<file path="src/rtl/mem_access_unit.sv">
// MEM-stage data memory access unit: aligns loads/stores onto an 8-byte bus.
// Four-state handshake: IDLE -> REQ -> WAIT -> DONE -> IDLE.
module mem_access_unit #(
  parameter int XLEN = 64
) (
  input  logic            clk,
  input  logic            reset,
  input  logic            memRead_in,
  input  logic            memWrite_in,
  input  logic [2:0]      memType_in,
  input  logic [XLEN-1:0] ALUResult_in,
  input  logic [XLEN-1:0] writeData_in,
  output logic            dmem_req_valid,
  input  logic            dmem_req_ready,
  output logic            dmem_req_we,
  output logic [XLEN-1:0] dmem_req_addr,
  output logic [XLEN-1:0] dmem_req_wdata,
  output logic [7:0]      dmem_req_wstrb,
  input  logic            dmem_rsp_valid,
  input  logic [XLEN-1:0] dmem_rsp_rdata,
  output logic [XLEN-1:0] loadData_out,
  output logic            stall_out,
  output logic            misaligned_out
);

  typedef enum logic [1:0] {
    IDLE,
    REQ,
    WAIT,
    DONE
  } state_t;

  state_t state, state_nx;

  logic            op;
  logic            mis;
  logic            capture;
  logic [2:0]      mtype;
  logic [2:0]      off;
  logic [7:0]      mask;

  logic            we_q;
  logic [XLEN-1:0] addr_q;
  logic [XLEN-1:0] wdata_q;
  logic [7:0]      wstrb_q;
  logic [2:0]      type_q;
  logic [2:0]      off_q;
  logic [XLEN-1:0] load_q;
  logic [XLEN-1:0] load_nx;
  logic [XLEN-1:0] shifted;
  logic [XLEN-1:0] ext;

  assign op    = memRead_in | memWrite_in;
  assign mtype = (memType_in == 3'b111) ? 3'b011 : memType_in;
  assign off   = ALUResult_in[2:0];

  always_comb begin
    mask = 8'h01;
    mis  = 1'b0;
    unique case (mtype[1:0])
      2'd0: begin
        mask = 8'h01;
        mis  = 1'b0;
      end
      2'd1: begin
        mask = 8'h03;
        mis  = off[0];
      end
      2'd2: begin
        mask = 8'h0F;
        mis  = |off[1:0];
      end
      default: begin
        mask = 8'hFF;
        mis  = |off;
      end
    endcase
  end

  // Response data is always the whole aligned doubleword.
  assign shifted = dmem_rsp_rdata >> {off_q, 3'b000};

  always_comb begin
    ext = shifted;
    unique case (type_q)
      3'b000:  ext = {{(XLEN-8){shifted[7]}}, shifted[7:0]};
      3'b001:  ext = {{(XLEN-16){shifted[15]}}, shifted[15:0]};
      3'b010:  ext = {{(XLEN-32){shifted[31]}}, shifted[31:0]};
      3'b100:  ext = {{(XLEN-8){1'b0}}, shifted[7:0]};
      3'b101:  ext = {{(XLEN-16){1'b0}}, shifted[15:0]};
      3'b110:  ext = {{(XLEN-32){1'b0}}, shifted[31:0]};
      default: ext = shifted;
    endcase
  end

  always_comb begin
    state_nx       = state;
    stall_out      = 1'b0;
    misaligned_out = 1'b0;
    dmem_req_valid = 1'b0;
    capture        = 1'b0;
    load_nx        = load_q;
    unique case (state)
      IDLE: begin
        if (op) begin
          if (mis) begin
            misaligned_out = 1'b1;
          end else begin
            stall_out = 1'b1;
            capture   = 1'b1;
            state_nx  = REQ;
          end
        end
      end
      REQ: begin
        stall_out      = 1'b1;
        dmem_req_valid = 1'b1;
        if (dmem_req_ready) state_nx = WAIT;
      end
      WAIT: begin
        stall_out = 1'b1;
        if (dmem_rsp_valid) begin
          state_nx = DONE;
          if (!we_q) load_nx = ext;
        end
      end
      DONE: begin
        // Same instruction still sits on the inputs; never reissue it.
        state_nx = IDLE;
      end
    endcase
  end

  always_ff @(posedge clk or posedge reset) begin
    if (reset) begin
      state   <= IDLE;
      we_q    <= 1'b0;
      addr_q  <= '0;
      wdata_q <= '0;
      wstrb_q <= '0;
      type_q  <= '0;
      off_q   <= '0;
      load_q  <= '0;
    end else begin
      state  <= state_nx;
      load_q <= load_nx;
      if (capture) begin
        we_q    <= memWrite_in;
        addr_q  <= {ALUResult_in[XLEN-1:3], 3'b000};
        wdata_q <= memWrite_in ? (writeData_in << {off, 3'b000}) : '0;
        wstrb_q <= mask << off;
        type_q  <= mtype;
        off_q   <= off;
      end
    end
  end

  assign dmem_req_we    = we_q;
  assign dmem_req_addr  = addr_q;
  assign dmem_req_wdata = wdata_q;
  assign dmem_req_wstrb = wstrb_q;
  assign loadData_out   = load_q;

endmodule

</file>
<file path="config.mk">
export PLATFORM = sky130hd
export DESIGN_NAME = mem_access_unit
export DESIGN_NICKNAME = d
export VERILOG_FILES = /design/src/rtl/mem_access_unit.sv
export SDC_FILE = /design/constraint.sdc
export NUM_CORES = 1
export LEC_CHECK = 0
export ABC_AREA = 1
export CAP_MARGIN = 20
export CELL_PAD_IN_SITES_DETAIL_PLACEMENT = 1
export CELL_PAD_IN_SITES_GLOBAL_PLACEMENT = 1
export CORE_AREA = 2 2 215 217
export CTS_CLUSTER_SIZE = 8
export DETAILED_ROUTE_END_ITERATION = 10
export DIE_AREA = 0 0 217 219
export GPL_TIMING_DRIVEN = 0
export HOLD_SLACK_MARGIN = 0.1
export PLACE_DENSITY_LB_ADDON = 0.1
export SYNTH_ARGS = -nofsm -noshare
export SYNTH_HDL_FRONTEND = slang
export SYNTH_SLANG_ARGS = --single-unit
</file>
<file path="constraint.sdc">
create_clock -name clk -period 8 [get_ports clk]
set_input_delay 1.6 -clock clk [delete_from_list [all_inputs] [get_ports clk]]
set_output_delay 1.6 -clock clk [all_outputs]
set_load 0.005 [all_outputs]
</file>
[Word-level counts from Yosys, hierarchy flattened]
Index checks and enable logic that the tools add are counted.
Operators by class
  add/sub/neg operators: 0
  $mul: 0
  $lt $le $gt $ge: 0
  shift-type cells: 3
  reduce and logical (&&, ||, !) cells: 8
  eq/ne operators: 15
  div/mod/pow operators: 0
  mux-type cells: 18
  bitwise logic cells: 2
Operator list (count)
  one-hot mux 64 bit (6 select lines): 1
  two-way mux 64 bit: 1
  left shift 64 x 6 -> 64 bit: 1
  right shift 64 x 6 -> 64 bit: 1
  one-hot mux 8 bit (3 select lines): 1
  equality test 3 bit (second input constant): 4
  two-way mux 2 bit: 4
  != test 2 bit (second input constant): 4
  one-hot mux 2 bit (4 select lines): 1
  left shift 8 x 3 -> 8 bit: 1
  two-way mux 1 bit: 7
  equality test 2 bit (second input constant): 3
  equality test 2 x 1 -> 1 bit (second input constant): 2
  zero test 2 bit: 2
  AND reduction 4 bit: 1
  OR reduction 2 bit: 2
  equality test 3 x 1 -> 1 bit (second input constant): 1
  equality test 3 x 2 -> 1 bit (second input constant): 1
  zero test 3 bit: 1
  two-way mux 3 bit: 1
  one-hot mux 1 bit (3 select lines): 1
  AND reduction 3 bit: 1
  OR reduction 3 bit: 1
  one-hot mux 1 bit (2 select lines): 1
  other kinds (2): 2
Word-level totals
  latch bits: 0
  ROM bits: 0
  register bits: 206
  logic and storage cells: 54
  memories kept: 0
  output and inout port bits: 204
  RAM bits: 0

[Logic depth before layout (Yosys ltp)]
Gate-level depths: netlist of run 1.
  depth in word-level cells: 7
  gate-level depth with buffers: 11
  mapped depth without buffers: 9

[Worst setup path before layout of run 1]
No wires, ideal clock.
  kind: input port to output port
  start: input port ALUResult_in[1]
  end: output port stall_out
  slack: 3723 ps
  data required time: 6400 ps
  buffers on the path: 3
  arrival time: 2677 ps
  stages: 8
  cell sequence: buf_2 -> nor2_4 -> nand2_1 -> o21ai_4 -> nand2_4 -> buf_2 -> buf_2 -> a21oi_1
On the way
  longest elaborated chain between the ends: 5
  elaborated cells on any way between the ends: 6
RTL lines
  from (decl): line 11  | input logic [XLEN-1:0] ALUResult_in,
  OR reduction 3 bit or OR reduction 2 bit (tied branches): line 75, 71
  one-hot mux 1 bit (3 select lines) (*): line 60  | unique case (mtype[1:0])
  two-way mux 1 bit (*): line 106  | if (mis) begin
  two-way mux 1 bit (*): line 105  | if (op) begin
  one-hot mux 1 bit (2 select lines) (*): line 103  | unique case (state)
  to (decl): line 22  | output logic stall_out,
Every way passes the cells marked *; elsewhere a longest branch is shown, timed or not.

[Worst setup path after layout of run 1]
  start: input port ALUResult_in[0]
  end: output port stall_out
Same word-level chain as after synthesis.

==> run_results.csv, run 1 <==
group,metric,value,unit
synthesis,synth_top_area_share,44.4,%
timing,fin_crit_sh,70.3,%
cts,htree_num_levels,1,
placement,place.gp.congestion,0.946,
global_route,antenna_found_initial,6,
synthesis,synth_area_leaders,"dfrtp_1 44%, nand2_1 22%, nand3_1 7.2%",
placement,post-place-ws,2.37,ns
synthesis,yosysWarnings,0,
job,cap_viol_max_count,0,
outcome,status,"completed",
floorplanning,die-area,0.0475,mm²
timing,timing.hold.ws,0.475,ns
timing,layout_setup_ws,2.37,ns
pwr,switching_power,2.43,mW
critical_path,endpoint_kind,"primary output",
global_route,grt_start_max_net_pins,117,
floorplanning,die_y,219,µm
synthesis,synth_top_family_by_area,"simple AND/OR/NAND/NOR gates",
synthesis,synth_edf_count,0,
global_route,grt_use_total,24.1,%
timing,drv_slew,0,
critical_path,crit_fanout,10,
cts,postCtsHoldBufs,0,
pwr,peakVddDrop,0.170,mV
cts,cts-buffers-inserted,30,
final_layout,layout_commonest_cell,"nand2_1",
placement,hpwlAfterDp,45.9,mm
placement,io_buffer_count,399,
detailed_routing,drcViolationCount,0,
detailed_routing,initialDrtViolationCount,752,
synthesis,yosys.area.top_type,"dfrtp_1",
cts,clock_latency,0.59,ns
timing,fin_setup_tns,0,ns
detailed_routing,wl_per_cell,21.4,µm
synthesis,ys_types,37,
timing,post-route-min-period,5.63,ns
floorplanning,pin_count,405,
detailed_routing,drtAntennaViolNets,0,
synthesis,synthSimpleGateAreaFrac,36.5,%
synthesis,ys_seq_elements,206,
floorplanning,fp.dieW,217,µm
placement,dp_cells,2675,
global_route,grt_pass1_vias,13800,
final_layout,area_delta_synth_final,48.5,%
timing,tightest_slew,0.957,ns
floorplanning,core_region_area,0.0451,mm²
synthesis,synth-xor-area-share,0,%
pwr,leakage,8.08,nW
global_route,met2_usage,41.8,%
final_layout,most-common-layout-cells,"689 x nand2_1, 399 x clkdlybuf4s50_1, 206 x dfrtp_1, 168 x nand3_1, 155 x nor2_1",
detailed_routing,drtPass1Iterations,5,
timing,hold_violations,0,
timing,setup_violations,0,
critical_path,slowest_delay,0.57,ns
timing,slew_headroom,36.2,%
synthesis,netlist_area,0.0116,mm²
global_route,grt_pass1_wl,86.5,mm
timing,finClkSkew,0.0178,ns
pwr,p_comb_share,50.5,%
cts,cts_root_buffer,"clkbuf_16",
timing,rsz0062_at_grt,"false",
cts,clkSinkCount,206,
critical_path,arrival,4.03,ns
timing,max_freq,178,MHz
floorplanning,num_rows,78,
synthesis,synthCells,1673,
pwr,clkPwrFrac,19.8,%
synthesis,synthFlopType,"dfrtp_1",
cts,cts_tree,"done",
pwr,powerDensity,351,mW/mm²
cts,clk_path_buf_depth,3,
synthesis,synthMuxAreaShare,1.38,%
pwr,power_frac_seq,29.7,%
synthesis,synthArstFlopShare,100,%
detailed_routing,drt_wl_total,58.1,mm
detailed_routing,via_count,12900,
detailed_routing,vias_per_cell,4.77,
cts,cts_setup_buffers,0,
synthesis,seq_area_frac_synth,44.4,%
final_layout,fin_cells,2711,
cts,cts_resized,0,
critical_path,crit_chain,"clkdlybuf4s50_1, nor2_4, nand2_1, o21ai_4, nand2_4, buf_2, buf_2, a21oi_1, clkdlybuf4s50_1",
synthesis,syn-mean-instance-area,6.94,µm²
synthesis,yosys.area_share.adder,0.431,%
pwr,p_sw_share,40.2,%
final_layout,drive_gt1_share,6.16,%
synthesis,synth-compound-area-share,10.1,%
global_route,grtUsageMet1,29.5,%
floorplanning,start_util,25.8,%
final_layout,antenna_cells,0,
global_route,grt_overflow,0,
cts,path_clk_slew,0.05,ns
critical_path,criticalPathCategory,"in2out",
pwr,internal-power,3.62,mW
final_layout,nets,2312,
critical_path,crit_path_start_kind,"input pin",
global_route,grt_busiest_layer,"met2",
global_route,grt.met3_usage,4.37,%
critical_path,required,6.40,ns
min_path,hold_path_class,"reg2reg",
critical_path,critPathSlowestCell,"clkdlybuf4s50_1",
final cells by class:
type                    count  area [µm²]
well taps                 600         751
fillers                  5595       27800
inverters                  59         229
clock inverters             2        60.1
repair buffers            400        4020
plain buffers             120         621
clock buffers              34         786
flip-flops and latches    206        5150
multi-input cells        1290        5630
worst max-delay path: cells and delay by family:
family,cells,cell delay [ns]
simple gates,3,0.45
buf+inv,4,1.61
compound gates,2,0.36
synth_stat cells, types with 5 or more instances:
master and instances:
nand2_1 689, dfrtp_1 206, nand3_1 168, nor2_1 155
o21ai_0 133, buf_2 51, inv_1 50, a21oi_1 46
clkbuf_1 40, o21ai_1 24, mux2i_1 16, buf_4 14
o211ai_1 8, buf_1 7, buf_6 7, inv_2 7
or2_2 7, nand4_1 5, or2_1 5
power groups by stage:
| stage | Clock [mW] | Sequential, mW | Combinational, mW |
|---|---|---|---|
| floorplan | 0 | 1.79 | 1.33 |
| global placement | 0 | 1.80 | 3.05 |
| detailed placement | 0 | 1.81 | 3.09 |
| CTS | 1.24 | 1.80 | 3.10 |
| global route | 1.28 | 1.86 | 3.37 |
| finish | 1.20 | 1.80 | 3.06 |
through the flow:
step | utilization (%) | instance area [µm²] | power, mW
5_1_grt | 38.3 | 17300 | 6.51
3_5_place_dp | 36.4 | 16400 | 4.90
3_3_place_gp | 36.3 | 16400 | 4.85
4_1_cts | 38.3 | 17300 | 6.15
2_1_floorplan | - | 11600 | 3.12
6_report | 38.3 | 17300 | 6.05
worst paths after layout:
check / from / end / slack, ns / depth (start not counted)
max: ALUResult_in[0] / stall_out / 2.37 / 9
min in group asynchronous: reset / loadData_out[34]$_DFFE_PP0P_ / 1.53 / 2
max reg2reg: state[0]$_DFFE_PP0P_ / loadData_out[26]$_DFFE_PP0P_ / 5.56 / 8
min reg2reg: dmem_req_addr[56]$_DFFE_PP0P_ / dmem_req_addr[56]$_DFFE_PP0P_ / 0.48 / 2
max in group asynchronous: reset / dmem_req_wdata[58]$_DFFE_PP0P_ / 5.41 / 3
min: dmem_req_addr[56]$_DFFE_PP0P_ / dmem_req_addr[56]$_DFFE_PP0P_ / 0.48 / 2
cells by family after synthesis:
logic type	after synthesis
buffers and inverters	179
adders and majority gates	4
DFF	206
muxes	16
and+or+nand+nor	1044
AOI/OAI and AO/OA	223
other	1
layer usage:
layer	up-vias	routed length (µm)
met1	6242	24200
met3	101	3160
met4	12	2330
li1	6201	-
met5	-	74
met2	365	28400
flip-flops by register name, summed over array words and instances (netlist names):
register        flops
dmem_req_addr      61
dmem_req_wdata     64
dmem_req_we         1
dmem_req_wstrb      8
loadData_out       64
off_q               3
state               2
type_q              3
(Power assumes the default switching activity.)
==> inputs of run 2 (changes only) <==
Clock period 8 ns to 5.3 ns, I/O delays scaled along.
==> run_results.csv, run 2 (synthesis gave the netlist of run 1 again) <==
group,metric,value,unit
pwr,peakVddDrop,0.238,mV
critical_path,arrival,3.46,ns
critical_path,crit_fanout,10,
cts,postCtsHoldBufs,0,
critical_path,criticalPathCategory,"in2out",
critical_path,crit_path_start_kind,"input pin",
global_route,grt_pass1_wl,86.0,mm
floorplanning,num_rows,78,
floorplanning,die_y,219,µm
detailed_routing,via_count,13000,
pwr,finalPower,9.11,mW
timing,tightest_slew,0.918,ns
timing,rsz0062_at_grt,"false",
pwr,power_frac_seq,29.9,%
placement,dp_cells,2680,
critical_path,timing.critical_path.buf_inv,4,
timing,setup_violations,0,
placement,post-place-ws,0.729,ns
cts,cts_resized,0,
pwr,leakage,8.10,nW
final_layout,layout_commonest_cell,"nand2_1",
detailed_routing,drcViolationCount,0,
floorplanning,core_region_area,0.0451,mm²
critical_path,critPathSlowestCell,"clkdlybuf4s50_1",
global_route,grt_start_max_net_pins,40,
cts,clk_path_buf_depth,3,
job,cap_viol_max_count,0,
cts,cts-buffers-inserted,30,
pwr,p_sw_share,40.4,%
timing,drv_slew,0,
floorplanning,pin_count,405,
global_route,grt_use_total,24.0,%
cts,clkSinkCount,206,
cts,cts_setup_buffers,0,
critical_path,crit_chain,"clkdlybuf4s50_1, nor2_4, nand2_1, o21ai_4, nand2_4, buf_2, buf_2, a21oi_1, clkdlybuf4s50_1",
final_layout,drive_gt1_share,6.38,%
detailed_routing,initialDrtViolationCount,647,
timing,post-route-min-period,4.52,ns
pwr,powerDensity,526,mW/mm²
global_route,grt_pass1_vias,13900,
floorplanning,start_util,25.8,%
pwr,p_comb_share,50.7,%
final_layout,area_delta_synth_final,49.1,%
timing,hold_violations,0,
placement,hpwlAfterDp,46.6,mm
floorplanning,fp.dieW,217,µm
final_layout,most-common-layout-cells,"689 x nand2_1, 399 x clkdlybuf4s50_1, 206 x dfrtp_1, 168 x nand3_1, 155 x nor2_1",
critical_path,critPathTopFamily,"buffers and inverters",
pwr,internal-power,5.42,mW
detailed_routing,drt_wl_total,58.2,mm
timing,max_freq,221,MHz
pwr,switching_power,3.68,mW
timing,fin_setup_tns,0,ns
min_path,hold_path_class,"reg2reg",
cts,clock_latency,0.58,ns
critical_path,slowest_delay,0.57,ns
cts,cts_root_buffer,"clkbuf_16",
timing,slew_headroom,38.8,%
global_route,grt_overflow,0,
timing,layout_setup_ws,0.779,ns
pwr,clkPwrFrac,19.4,%
timing,fin_crit_sh,85.3,%
outcome,status,"completed",
timing,finClkSkew,0.0178,ns
critical_path,required,4.24,ns
final_layout,fin_cells,2718,
global_route,antenna_found_initial,5,
placement,place.gp.congestion,0.946,
critical_path,endpoint_kind,"primary output",
detailed_routing,drtPass1Iterations,5,
final_layout,nets,2317,
detailed_routing,drtAntennaViolNets,0,
cts,htree_num_levels,1,
cts,cts_tree,"done",
placement,io_buffer_count,399,
detailed_routing,wl_per_cell,21.4,µm
floorplanning,die-area,0.0475,mm²
detailed_routing,vias_per_cell,4.80,
cts,path_clk_slew,0.05,ns
final_layout,finish.utilization,38.4,%
==> run 2: cell count changes in the layout (fill, tap and decap cells not counted), sizes merged <==
| cell | before | now |
|---|---|---|
| buf | 80 | 85 |
| clkinv | 3 | 4 |
| bufinv | 1 | 0 |
| clkinvlp | 0 | 1 |
| clkbuf | 75 | 76 |
| diode | 0 | 1 |
| inv | 57 | 56 |
==> run 2: cell type report <==
class	count	area, µm²
antenna	1	2.50
multi-input combinational	1290	5630
inverter	59	225
clock inverter	2	35.0
timing repair buffer	405	4110
tap	600	751
fill	5600	27800
sequential	206	5150
clock buffer	35	790
buffer	120	621
==> run 2: routing by layer <==
layer | part of all wire (%) | track usage (%) | wire length, µm
met2 | 49 | 41.5 | 28500
met3 | 5.4 | 4.23 | 3150
met4 | 4.1 | 10.0 | 2410
met1 | 41 | 29.5 | 24100
met5 | 0.098 | 0 | 57
==> run 2: final timing paths <==
check	from	end	slack (ns)	cells past startpoint
worst max-delay path	ALUResult_in[0]	stall_out	0.78	9
worst min-delay path	dmem_req_addr[47]$_DFFE_PP0P_	dmem_req_addr[47]$_DFFE_PP0P_	0.48	2
worst max register to register	state[0]$_DFFE_PP0P_	loadData_out[25]$_DFFE_PP0P_	2.86	8
worst min register to register	dmem_req_addr[47]$_DFFE_PP0P_	dmem_req_addr[47]$_DFFE_PP0P_	0.48	2
max in group asynchronous	reset	dmem_req_addr[9]$_DFFE_PP0P_	3.51	5
min in group asynchronous	reset	loadData_out[19]$_DFFE_PP0P_	0.77	2
==> run 2: power by group through the flow <==
stage                     Sequential [mW]  Combinational, mW  Clock, mW
final                                2.72               4.61       1.77
after floorplan                      2.70               2.01          0
after global placement               2.73               4.59          0
after global routing                 2.81               5.07       1.89
after detailed placement             2.74               4.66          0
after CTS                            2.73               4.69       1.83
==> run 2: worst register-to-register path: stages, from the launching register on <==
cell,delay [ns]
dfrtp_1,0.42
inv_1,0.10
ha_1,0.21
nand3_1,0.34
clkinv_1,0.30
clkbuf_1,0.51
nand2_1,0.15
nor2_1,0.23
nor2_1,0.06
==> run 2: per-stage QoR <==
step                instance area, µm²  hold WS, ns
CTS                              17300        0.481
global placement                 16400        0.462
floorplan                        11600        0.472
detailed placement               16500        0.466
finish                           17300        0.476
global route                     17300        0.499
==> inputs of run 3 (changes only) <==
Settings changed: PLACE_DENSITY set to 0.64, PLACE_DENSITY_LB_ADDON 0.1 to not set.
==> run_results.csv, run 3 (synthesis gave the netlist of run 1 again) <==
group,metric,value,unit
timing,tightest_slew,1.02,ns
timing,fin_crit_sh,84.8,%
global_route,grt_pass1_vias,13800,
final_layout,antenna_cells,0,
detailed_routing,drcViolationCount,0,
critical_path,ff2ff_setup_slack,2.86,ns
critical_path,required,4.24,ns
timing,timing.hold.ws,0.475,ns
pwr,peakVddDrop,0.315,mV
floorplanning,core_region_area,0.0451,mm²
floorplanning,die_y,219,µm
pwr,leakage,8.11,nW
cts,clkSinkCount,206,
detailed_routing,drtAntennaViolNets,0,
floorplanning,num_rows,78,
cts,cts_root_buffer,"clkbuf_16",
critical_path,r2r_cells,8,
global_route,antenna_found_initial,6,
critical_path,critPathSlowestCell,"clkdlybuf4s50_1",
detailed_routing,drt_wl_total,58.6,mm
final_layout,area_delta_synth_final,49.2,%
timing,slew_headroom,32.3,%
cts,cts_setup_buffers,0,
detailed_routing,via_count,13100,
timing,post-route-min-period,4.49,ns
critical_path,timing.critical_path.buf_inv,4,
detailed_routing,wl_per_cell,21.5,µm
job,cap_viol_max_count,0,
cts,clock_latency,0.59,ns
cts,postCtsHoldBufs,0,
cts,clk_path_buf_depth,3,
timing,max_freq,223,MHz
detailed_routing,vias_per_cell,4.83,
critical_path,reg2reg_from,"state[0]$_DFFE_PP0P_",
critical_path,crit_fanout,10,
final_layout,finish.utilization,38.4,%
cts,cts_tree,"done",
placement,io_buffer_count,399,
final_layout,most-common-layout-cells,"689 x nand2_1, 399 x clkdlybuf4s50_1, 206 x dfrtp_1, 168 x nand3_1, 155 x nor2_1",
critical_path,worstSetupEndpoint,"stall_out",
critical_path,worst-path-stages,9,
critical_path,crit_path_start_kind,"input pin",
floorplanning,pin_count,405,
global_route,grt_overflow,0,
cts,htree_num_levels,1,
timing,rsz0062_at_grt,"false",
timing,hold_violations,0,
pwr,powerDensity,526,mW/mm²
global_route,grt_use_total,24.2,%
global_route,grt_start_max_net_pins,39,
placement,place.gp.congestion,0.932,
final_layout,layout_commonest_cell,"nand2_1",
final_layout,drive_gt1_share,6.37,%
min_path,hold_path_class,"reg2reg",
cts,cts-buffers-inserted,30,
floorplanning,start_util,25.8,%
critical_path,crit_chain,"clkdlybuf4s50_1, nor2_4, nand2_1, o21ai_4, nand2_4, buf_2, buf_2, a21oi_1, clkdlybuf4s50_1",
placement,hpwlAfterDp,46.9,mm
floorplanning,die-area,0.0475,mm²
critical_path,critPathTopFamily,"buffers and inverters",
timing,setup_violations,0,
critical_path,endpoint_kind,"primary output",
outcome,status,"completed",
critical_path,slowest_delay,0.59,ns
final_layout,nets,2317,
timing,finClkSkew,0.0161,ns
floorplanning,fp.dieW,217,µm
detailed_routing,initialDrtViolationCount,828,
cts,cts_resized,0,
critical_path,critPathLaunch,"ALUResult_in[0]",
critical_path,criticalPathCategory,"in2out",
critical_path,rr_endpoint,"loadData_out[55]$_DFFE_PP0P_",
global_route,grt_pass1_wl,86.6,mm
timing,drv_slew,0,
critical_path,arrival,3.43,ns
detailed_routing,drtPass1Iterations,5,
cts,path_clk_slew,0.05,ns
==> run 3: cell count changes in the layout (fill, tap and decap cells not counted), sizes merged <==
cell / before / now
diode: 1 / 0
clkbuf: 76 / 78
clkinv: 4 / 3
==> run 3: cell type report <==
| type | instances | area, µm² |
|---|---|---|
| clock buffers | 37 | 807 |
| well taps | 600 | 751 |
| fillers | 5583 | 27800 |
| plain buffers | 120 | 621 |
| repair buffers | 405 | 4110 |
| flip-flops and latches | 206 | 5150 |
| clock inverters | 1 | 30.0 |
| multi-input cells | 1290 | 5630 |
| inverters | 59 | 225 |
==> run 3: worst reg2reg max path, stage by stage (launching register included) <==
cell,delay (ns)
dfrtp_1,0.39
inv_1,0.08
ha_1,0.24
nand3_1,0.36
clkinv_1,0.43
buf_2,0.34
clkbuf_1,0.26
nor2_1,0.17
nor2_1,0.06
==> run 3: power by group <==
part           leakage (nW)  switching, mW  total [mW]  internal [mW]
combinational          5.12           2.50        4.62           2.12
sequential             2.58          0.451        2.72           2.27
clock                 0.407          0.734        1.78           1.05
total                  8.11           3.68        9.12           5.44
==> run 3: routing by layer <==
metal  vias to the layer above  part of all wire [%]  global-route usage, %
met2                       410                    48                   41.6
met1                      6398                    42                   30.4
met3                       102                   6.2                   4.73
met5                         -                  0.13                      0
met4                        12                   3.2                   7.85
li1                       6206                     -                      -
==> run 3: per-stage QoR <==
stage | instances | worst slack (ns) | TNS, ns | instance area [µm²] | total power, mW
after floorplan | 1675 | 1.57 | 0 | 11600 | 4.72
after global placement | 2674 | -0.391 | -72.78 | 16400 | 7.30
after detailed placement | 2680 | 0.733 | 0 | 16500 | 7.39
after CTS | 2718 | 0.734 | 0 | 17300 | 9.26
after global routing | 2718 | 0.637 | 0 | 17300 | 9.80
final | 2718 | 0.806 | 0 | 17300 | 9.12
==> run 3: how the worst min path moves through the flow <==
stage	startpoint	endpoint	slack [ns]	cells after the start
2_1_floorplan	dmem_req_addr[10]$_DFFE_PP0P_	dmem_req_addr[10]$_DFFE_PP0P_	0.47	2
3_3_place_gp	dmem_req_addr[59]$_DFFE_PP0P_	dmem_req_addr[59]$_DFFE_PP0P_	0.46	2
3_5_place_dp	dmem_req_addr[33]$_DFFE_PP0P_	dmem_req_addr[33]$_DFFE_PP0P_	0.46	2
4_1_cts	dmem_req_addr[33]$_DFFE_PP0P_	dmem_req_addr[33]$_DFFE_PP0P_	0.48	2
5_1_grt	dmem_req_addr[46]$_DFFE_PP0P_	dmem_req_addr[46]$_DFFE_PP0P_	0.51	2
6_report	dmem_req_addr[33]$_DFFE_PP0P_	dmem_req_addr[33]$_DFFE_PP0P_	0.47	2
